$ cat src/rtl/mul_defs.vh
// Shared definitions for the sequential multiplier: FSM state encodings
// and the default operand width.
`ifndef MUL_DEFS_VH
`define MUL_DEFS_VH

`define MUL_WIDTH_DEFAULT 16

`define S_IDLE 2'b00
`define S_RUN  2'b01
`define S_DONE 2'b10

`endif

$ cat src/rtl/mul_seq_pkg.sv
// Package for mul_seq: FSM state type built from the shared encodings,
// default width and counter-width helper.
`include "mul_defs.vh"

package mul_seq_pkg;

    localparam int WIDTH_DEFAULT = `MUL_WIDTH_DEFAULT;

    typedef enum logic [1:0] {
        IDLE = `S_IDLE,
        RUN  = `S_RUN,
        DONE = `S_DONE
    } state_e;

    // Counter must be able to hold the value WIDTH itself without wrapping.
    function automatic int cnt_width(input int w);
        return $clog2(w) + 1;
    endfunction

endpackage

$ cat src/rtl/mul_step.sv
// One shift-add iteration of the multiplier: conditionally add the
// multiplicand into the high half (keeping the carry), then shift
// {carry,hi,lo} right by one bit.
module mul_step #(
    parameter int WIDTH = 16
) (
    input  logic [WIDTH-1:0] hi_i,
    input  logic [WIDTH-1:0] lo_i,
    input  logic [WIDTH-1:0] mcand_i,
    output logic [WIDTH-1:0] hi_o,
    output logic [WIDTH-1:0] lo_o
);

    logic [WIDTH:0] sum;

    // Add-if-LSB-set followed by the 1-bit right shift of {carry,hi,lo}.
    always_comb begin
        sum = {1'b0, hi_i};
        if (lo_i[0]) begin
            sum = {1'b0, hi_i} + {1'b0, mcand_i};
        end
        hi_o = sum[WIDTH:1];
        lo_o = {sum[0], lo_i[WIDTH-1:1]};
    end

endmodule

$ cat src/rtl/mul_seq.sv
// Sequential shift-add multiplier, one bit of the multiplier per cycle,
// fixed latency of WIDTH RUN cycles plus one DONE cycle.
// Optional macro MUL_SEQ_SIGNED_EN adds the sgn input: when sgn=1 the
// operands are two's complement, their magnitudes are multiplied and the
// product is negated on load when the operand signs differ.
module mul_seq
    import mul_seq_pkg::*;
#(
    parameter int WIDTH = WIDTH_DEFAULT
) (
    input  logic               clk,
    input  logic               rst,
    input  logic               start,
    input  logic [WIDTH-1:0]   A,
    input  logic [WIDTH-1:0]   B,
`ifdef MUL_SEQ_SIGNED_EN
    input  logic               sgn,
`endif
    output logic               busy,
    output logic               done,
    output logic [2*WIDTH-1:0] P
);

    localparam int CNT_W = cnt_width(WIDTH);
    localparam logic [CNT_W-1:0] CNT_LAST = CNT_W'(WIDTH - 1);

    state_e              state_q, state_d;
    logic [CNT_W-1:0]    cnt_q, cnt_d;
    logic [WIDTH-1:0]    mcand_q, mcand_d;
    logic [WIDTH-1:0]    hi_q, hi_d;
    logic [WIDTH-1:0]    lo_q, lo_d;
    logic [2*WIDTH-1:0]  p_q, p_d;

    logic [WIDTH-1:0]    step_hi, step_lo;
    logic [WIDTH-1:0]    a_cap, b_cap;
    logic [2*WIDTH-1:0]  result;
    logic                accept;

`ifdef MUL_SEQ_SIGNED_EN
    logic                neg_q, neg_d;
    logic                a_neg, b_neg;
`endif

    mul_step #(
        .WIDTH (WIDTH)
    ) u_step (
        .hi_i    (hi_q),
        .lo_i    (lo_q),
        .mcand_i (mcand_q),
        .hi_o    (step_hi),
        .lo_o    (step_lo)
    );

    // Operand values to capture on an accepted start, and the product to
    // load into P once the final iteration completes.
`ifdef MUL_SEQ_SIGNED_EN
    always_comb begin
        a_neg  = sgn & A[WIDTH-1];
        b_neg  = sgn & B[WIDTH-1];
        a_cap  = a_neg ? (~A + WIDTH'(1)) : A;
        b_cap  = b_neg ? (~B + WIDTH'(1)) : B;
        result = neg_q ? (~{step_hi, step_lo} + (2*WIDTH)'(1)) : {step_hi, step_lo};
    end
`else
    always_comb begin
        a_cap  = A;
        b_cap  = B;
        result = {step_hi, step_lo};
    end
`endif

    // Next-state, counter and datapath register updates.
    always_comb begin
        state_d = state_q;
        cnt_d   = cnt_q;
        mcand_d = mcand_q;
        hi_d    = hi_q;
        lo_d    = lo_q;
        p_d     = p_q;
`ifdef MUL_SEQ_SIGNED_EN
        neg_d   = neg_q;
`endif
        accept  = start && (state_q == IDLE || state_q == DONE);

        case (state_q)
            RUN: begin
                hi_d  = step_hi;
                lo_d  = step_lo;
                cnt_d = cnt_q + CNT_W'(1);
                if (cnt_q == CNT_LAST) begin
                    p_d     = result;
                    state_d = DONE;
                end
            end
            IDLE, DONE: begin
                state_d = IDLE;
                if (accept) begin
                    mcand_d = a_cap;
                    hi_d    = '0;
                    lo_d    = b_cap;
                    cnt_d   = '0;
`ifdef MUL_SEQ_SIGNED_EN
                    neg_d   = a_neg ^ b_neg;
`endif
                    state_d = RUN;
                end
            end
            default: state_d = IDLE;
        endcase
    end

    // State and datapath registers with synchronous reset.
    always_ff @(posedge clk) begin
        if (rst) begin
            state_q <= IDLE;
            cnt_q   <= '0;
            mcand_q <= '0;
            hi_q    <= '0;
            lo_q    <= '0;
            p_q     <= '0;
`ifdef MUL_SEQ_SIGNED_EN
            neg_q   <= 1'b0;
`endif
        end else begin
            state_q <= state_d;
            cnt_q   <= cnt_d;
            mcand_q <= mcand_d;
            hi_q    <= hi_d;
            lo_q    <= lo_d;
            p_q     <= p_d;
`ifdef MUL_SEQ_SIGNED_EN
            neg_q   <= neg_d;
`endif
        end
    end

    assign busy = (state_q == RUN);
    assign done = (state_q == DONE);
    assign P    = p_q;

endmodule

$ cat config.mk
export PLATFORM = sky130hd
export DESIGN_NAME = mul_seq
export DESIGN_NICKNAME = d
export VERILOG_FILES = /design/src/rtl/mul_seq_pkg.sv /design/src/rtl/mul_step.sv /design/src/rtl/mul_seq.sv
export VERILOG_INCLUDE_DIRS = /design/src /design/src/rtl
export SDC_FILE = /design/constraint.sdc
export NUM_CORES = 1
export LEC_CHECK = 0
export CAP_MARGIN = 25
export CORE_ASPECT_RATIO = 0.6
export CORE_MARGIN = 5
export CORE_UTILIZATION = 55
export DETAILED_ROUTE_END_ITERATION = 10
export PLACE_DENSITY = 0.82
export SYNTH_ARGS = -nofsm -noshare
export SYNTH_HDL_FRONTEND = slang
export SYNTH_SLANG_ARGS = --single-unit
export TNS_END_PERCENT = 50
$ cat constraint.sdc
create_clock -name clk -period 5.1 [get_ports clk]
set_input_delay 0.765 -clock clk [delete_from_list [all_inputs] [get_ports clk]]
set_output_delay 0.765 -clock clk [all_outputs]
set_load 0.1 [all_outputs]
* Word level (Yosys, flattened, before mapping)
Cells that the tools add are included.
** Storage, ports and cells
- Register bits after elaboration :: 87
- Input bits :: 35
- Word-level logic and storage cells :: 31
** Cells by class
- Add/subtract/negate cells :: 2
- Equal/unequal tests :: 5
- Multiplexer cells :: 10
- Reduce and logical (&&, ||, !) cells :: 8
** Operators by type and width (number)
- 16-bit case mux with 2 select lines :: 2
- 16-bit two-way mux :: 2
- 16-bit by 16-bit adder with 17-bit output :: 1
- 17-bit two-way mux :: 1
- 5-bit case mux with 2 select lines :: 1
- 2-bit AND reduction :: 3
- 5-bit by 1-bit adder with 5-bit output (second input constant) :: 1
- 5-bit by 4-bit == test with 1-bit output (second input constant) :: 1
- 5-bit two-way mux :: 1
- 2-bit case mux with 2 select lines :: 1
- 2-bit by 1-bit == test with 1-bit output (second input constant) :: 1
- 2-bit == test (second input constant) :: 1
- 2-bit zero test :: 1
- 2-bit two-way mux :: 1
- 2-bit by 1-bit inequality test with 1-bit output (second input constant) :: 1
- 2-bit inequality test (second input constant) :: 1
- 2-bit nonzero test :: 1
- 2-bit OR reduction :: 1
- 1-bit logical AND :: 1
- 1-bit logical OR :: 1
- 1-bit two-way mux :: 1

* Longest topological paths before layout
- Depth after elaboration :: 5
- Depth in mapped cells :: 9
- Depth with buffers taken out :: 9

* Modules after synthesis
Synthesis repeated with hierarchy kept, for this count alone.
** Second synthesis, totals
- Cell total of the unflattened synthesis :: 547
- Area, all modules :: 4429.2 µm²
** By module, submodules not included
- mul_seq :: instances 1, cells an instance 392, area an instance 3291.9 µm², sequential area each 1741.7 µm²
- mul_step :: instances 1, cells an instance 155, area an instance 1137.3 µm², sequential area each 0.0 µm²

* Least setup slack after synthesis
Ideal clock, no wire load.
- Kind :: register to output
- From :: reg state_q[0]
- To :: out done
- Data arrival time :: 2.147 ns
- Data required time :: 4.335 ns
- Setup slack :: 2.188 ns
- Stages on the path, launching flop included :: 4
- Cell sequence :: dfxtp_1 -> buf_2 -> buf_1 -> nor2b_1
** Between the ends
- Word-level cells in the longest chain between the ends :: 1
** RTL lines
- start, declared :: RTL line mul_seq.sv:27 : state_e state_q, state_d;
- start signal, assigned :: RTL line mul_seq.sv:125 : state_q <= state_d;
- 2-bit == test :: RTL line mul_seq.sv:138 : assign done = (state_q == DONE);
- end, declared :: RTL line mul_seq.sv:20 : output logic done,
No other way between the ends.

* Worst setup path in the final report
- From :: reg state_q[0]
- To :: out busy
** Between the ends
- Word-level cells in the longest chain between the ends :: 1
** RTL lines
- 2-bit by 1-bit == test with 1-bit output :: RTL line mul_seq.sv:137 : assign busy = (state_q == RUN);
- end, declared :: RTL line mul_seq.sv:19 : output logic busy,
No other way between the ends.

==> results.sh <==
export IMPL_status="completed"
export IMPL_io_pins=69
export IMPL_hp_start="P[10]$_SDFFE_PP0P_"
export IMPL_post_cts_buffers=0
export IMPL_synth_top_cell_area_share=0.4169
export IMPL_synthFlopType="dfxtp_1"
export IMPL_area_growth_pct=25.01
export IMPL_holdPathStages=2
export IMPL_reg2reg_from="mcand_q[0]$_SDFFE_PP0P_"
export IMPL_cts_hold_buffers=0
export IMPL_cts_tree="done"
export IMPL_die_x_microns=122.5
export IMPL_drc=0
export IMPL_start_util=0.5702
export IMPL_holdPathEnd="P[10]$_SDFFE_PP0P_"
export IMPL_grt_pass1_wl_microns=17990
export IMPL_reg2reg_to="P[29]$_SDFFE_PP0P_"
export IMPL_peakVddDrop_mv=0.2413
export IMPL_detail_route_first_pass_iterations=7
export IMPL_rows=24
export IMPL_tightestPinTransition_ns=1.024
export IMPL_cts_buffers=9
export IMPL_worstPathRequired_ns=4.34
export IMPL_drv_slew=0
export IMPL_yosys_cell_types_count=48
export IMPL_ys_seq_area_frac=0.4169
export IMPL_slew_limit_headroom=0.3153
export IMPL_synth_edf_count=0
export IMPL_netlist_instances=508
export IMPL_ff2ff_setup_slack_ns=2.27
export IMPL_hold_path_class="reg -> reg"
export IMPL_vias=3815
export IMPL_rsz0062_at_grt="no"
export IMPL_yosys_area_top_type="dfxtp_1"
export IMPL_antenna_left=0
export IMPL_syn_area_per_cell_sq_um=8.224
export IMPL_core_sq_um=7327
export IMPL_whs_ns=0.4523
export IMPL_fp_dieH_microns=77.51
export IMPL_fin_setup_tns_ns=0
export IMPL_hpwl_microns=7465
export IMPL_synth_area_leaders="dfxtp_1 (42%), nand2_1 (7.7%), a21oi_1 (6.7%)"
export IMPL_synth_warnings=0
export IMPL_cts_sinks=87
export IMPL_nets=612
export IMPL_synth_fp_nets=562
export IMPL_path_max_fanout=21
export IMPL_first_iter_violations=350
export IMPL_finalCritPeriodShare=0.7105
export IMPL_clk_latency_ns=0.33
export IMPL_ys_seq_elements=87
export IMPL_leakagePower_nw=1.975
export IMPL_vias_per_cell=5.720
export IMPL_drv_cap=0
export IMPL_postCtsResizedCells=0
export IMPL_ys_async_sr_fraction=0
export IMPL_setup_viol=0
export IMPL_cp_arrival_ns=2.86
export IMPL_die_area_sq_um=9496
export IMPL_startpoint_type="register"
export IMPL_finalCriticalPeriod_ns=3.623
export IMPL_wl_per_cell_microns=16.03
export IMPL_place_gp_congestion=0.9373
export IMPL_skew_ns=0.004172
export IMPL_fmax_mhz=276.0
export IMPL_cp_end_kind="output port"
export IMPL_clk_pin_slew_ns=0.06
export IMPL_grt_overflow_total=0
export IMPL_io_buffer_count=68
export IMPL_grt_max_degree=49
export IMPL_syn_area_sq_um=4178
export IMPL_cts_root_buf="clkbuf_16"
export IMPL_grt_pass1_vias=3587
export IMPL_cts_path_max_buffers=2
export IMPL_routed_wl_microns=10690
export IMPL_layout_drive_gt1_share=0.05329
export IMPL_powerDensity_nw_per_um2=307.6
export IMPL_antenna_found_initial=0
export IMPL_diodes=0
export IMPL_gr_usage_all_layers=0.2339
export IMPL_hold_viol_final=0
export IMPL_htree_levels=3
export IMPL_finalPower_mw=1.606
export IMPL_worst_r2r_path_depth=9
export IMPL_critical_path_class="reg -> out"
[cells in the mapped netlist, types with 6 or more instances]
library cell / count
a21oi_1: 56
a222oi_1: 6
dfxtp_1: 87
nor2_1: 68
a21o_1: 8
a22oi_1: 6
buf_1: 7
clkbuf_1: 24
inv_1: 9
o21ai_0: 9
nand2_1: 86
mux2i_1: 21
nand3_1: 6
ha_1: 18
xnor2_1: 8
a211oi_1: 23
[kinds of logic (layout without fill, tap and decap cells)]
family / Yosys count / in the layout / share of synthesized area
xor gates and xnor gates: 10 / 10 / 0.02097
buffers and inverters: 44 / 99 / 0.04073
muxes: 23 / 23 / 0.05570
and+or+nand+nor: 191 / 191 / 0.1941
AOI/OAI and AO/OA: 134 / 134 / 0.2129
DFF: 87 / 87 / 0.4169
adders and majority gates: 19 / 19 / 0.05870
[layout make-up]
| type | count | area [sq um] |
|---|---|---|
| timing repair buffer | 74 | 728.2 |
| inverter | 9 | 33.78 |
| clock buffer | 9 | 225.2 |
| clock inverter | 7 | 97.59 |
| multi-input combinational | 377 | 2266 |
| tap | 104 | 130.1 |
| sequential | 87 | 1742 |
| fill | 602 | 2105 |
[worst max-delay path by stage]
stage | start | to | slack [ns] | cells after the start
after detailed placement | state_q[0]$_SDFFE_PP0P_ | busy | 1.84 | 4
after CTS | state_q[0]$_SDFFE_PP0P_ | busy | 1.48 | 4
final | state_q[0]$_SDFFE_PP0P_ | busy | 1.48 | 4
after global placement | state_q[0]$_SDFFE_PP0P_ | busy | 1.90 | 4
after global routing | state_q[0]$_SDFFE_PP0P_ | busy | 1.31 | 4
after floorplan | state_q[0]$_SDFFE_PP0P_ | done | 2.19 | 3
[per-stage QoR]
| step | util | setup slack, ns | instances | instance area (sq um) |
|---|---|---|---|---|
| detailed placement | 0.6687 | 1.843 | 651 | 4900 |
| global placement | 0.6667 | 1.897 | 650 | 4885 |
| global route | 0.7128 | 1.313 | 667 | 5223 |
| CTS | 0.7128 | 1.480 | 667 | 5223 |
| finish | 0.7128 | 1.477 | 667 | 5223 |
| floorplan | - | 2.188 | 508 | 4178 |
[flip-flops by register name, indices dropped and copies added, names as in the netlist]
signal,flops
cnt_q,5
mcand_q,16
hi_q,16
P,32
state_q,2
lo_q,16
[per-layer routing]
metal  part of all wire  global-route usage  vias to the layer above
li1                   -                   -                     1888
met1               0.49              0.3402                     1780
met2               0.44              0.3496                      136
met3              0.066             0.05451                       11
met4              0.011             0.06034                        0
met5                  0                   0                        -
[power by group]
part	switching [mW]	internal [mW]	total (mW)
Clock	0.270	0.429	0.699
Sequential	0.0259	0.705	0.731
Combinational	0.103	0.0728	0.176
[critical path, stage by stage, from the launching register on]
cell	delay, ns
dfxtp_1	0.32
buf_4	0.31
nand2b_1	0.29
inv_1	0.35
clkdlybuf4s50_1	1.24
[layout by cell type (no fill, tap or decap), types with 4 or more instances in the layout]
master and count:
nand2_1 86, nand2b_1 4, a21o_1 8, dfxtp_1 87, a222oi_1 6, clkbuf_16 9
and3_1 4, nand3b_1 4, a22oi_1 6, a211oi_1 23, nand4_1 4, buf_4 5
xnor2_1 8, o21ai_0 9, clkdlybuf4s50_1 67, a21oi_1 56, inv_1 9, ha_1 18
nor2b_1 4, mux2i_1 21, nor2_1 68, nand3_1 6
No activity file was read; power rests on OpenSTA's default activity.
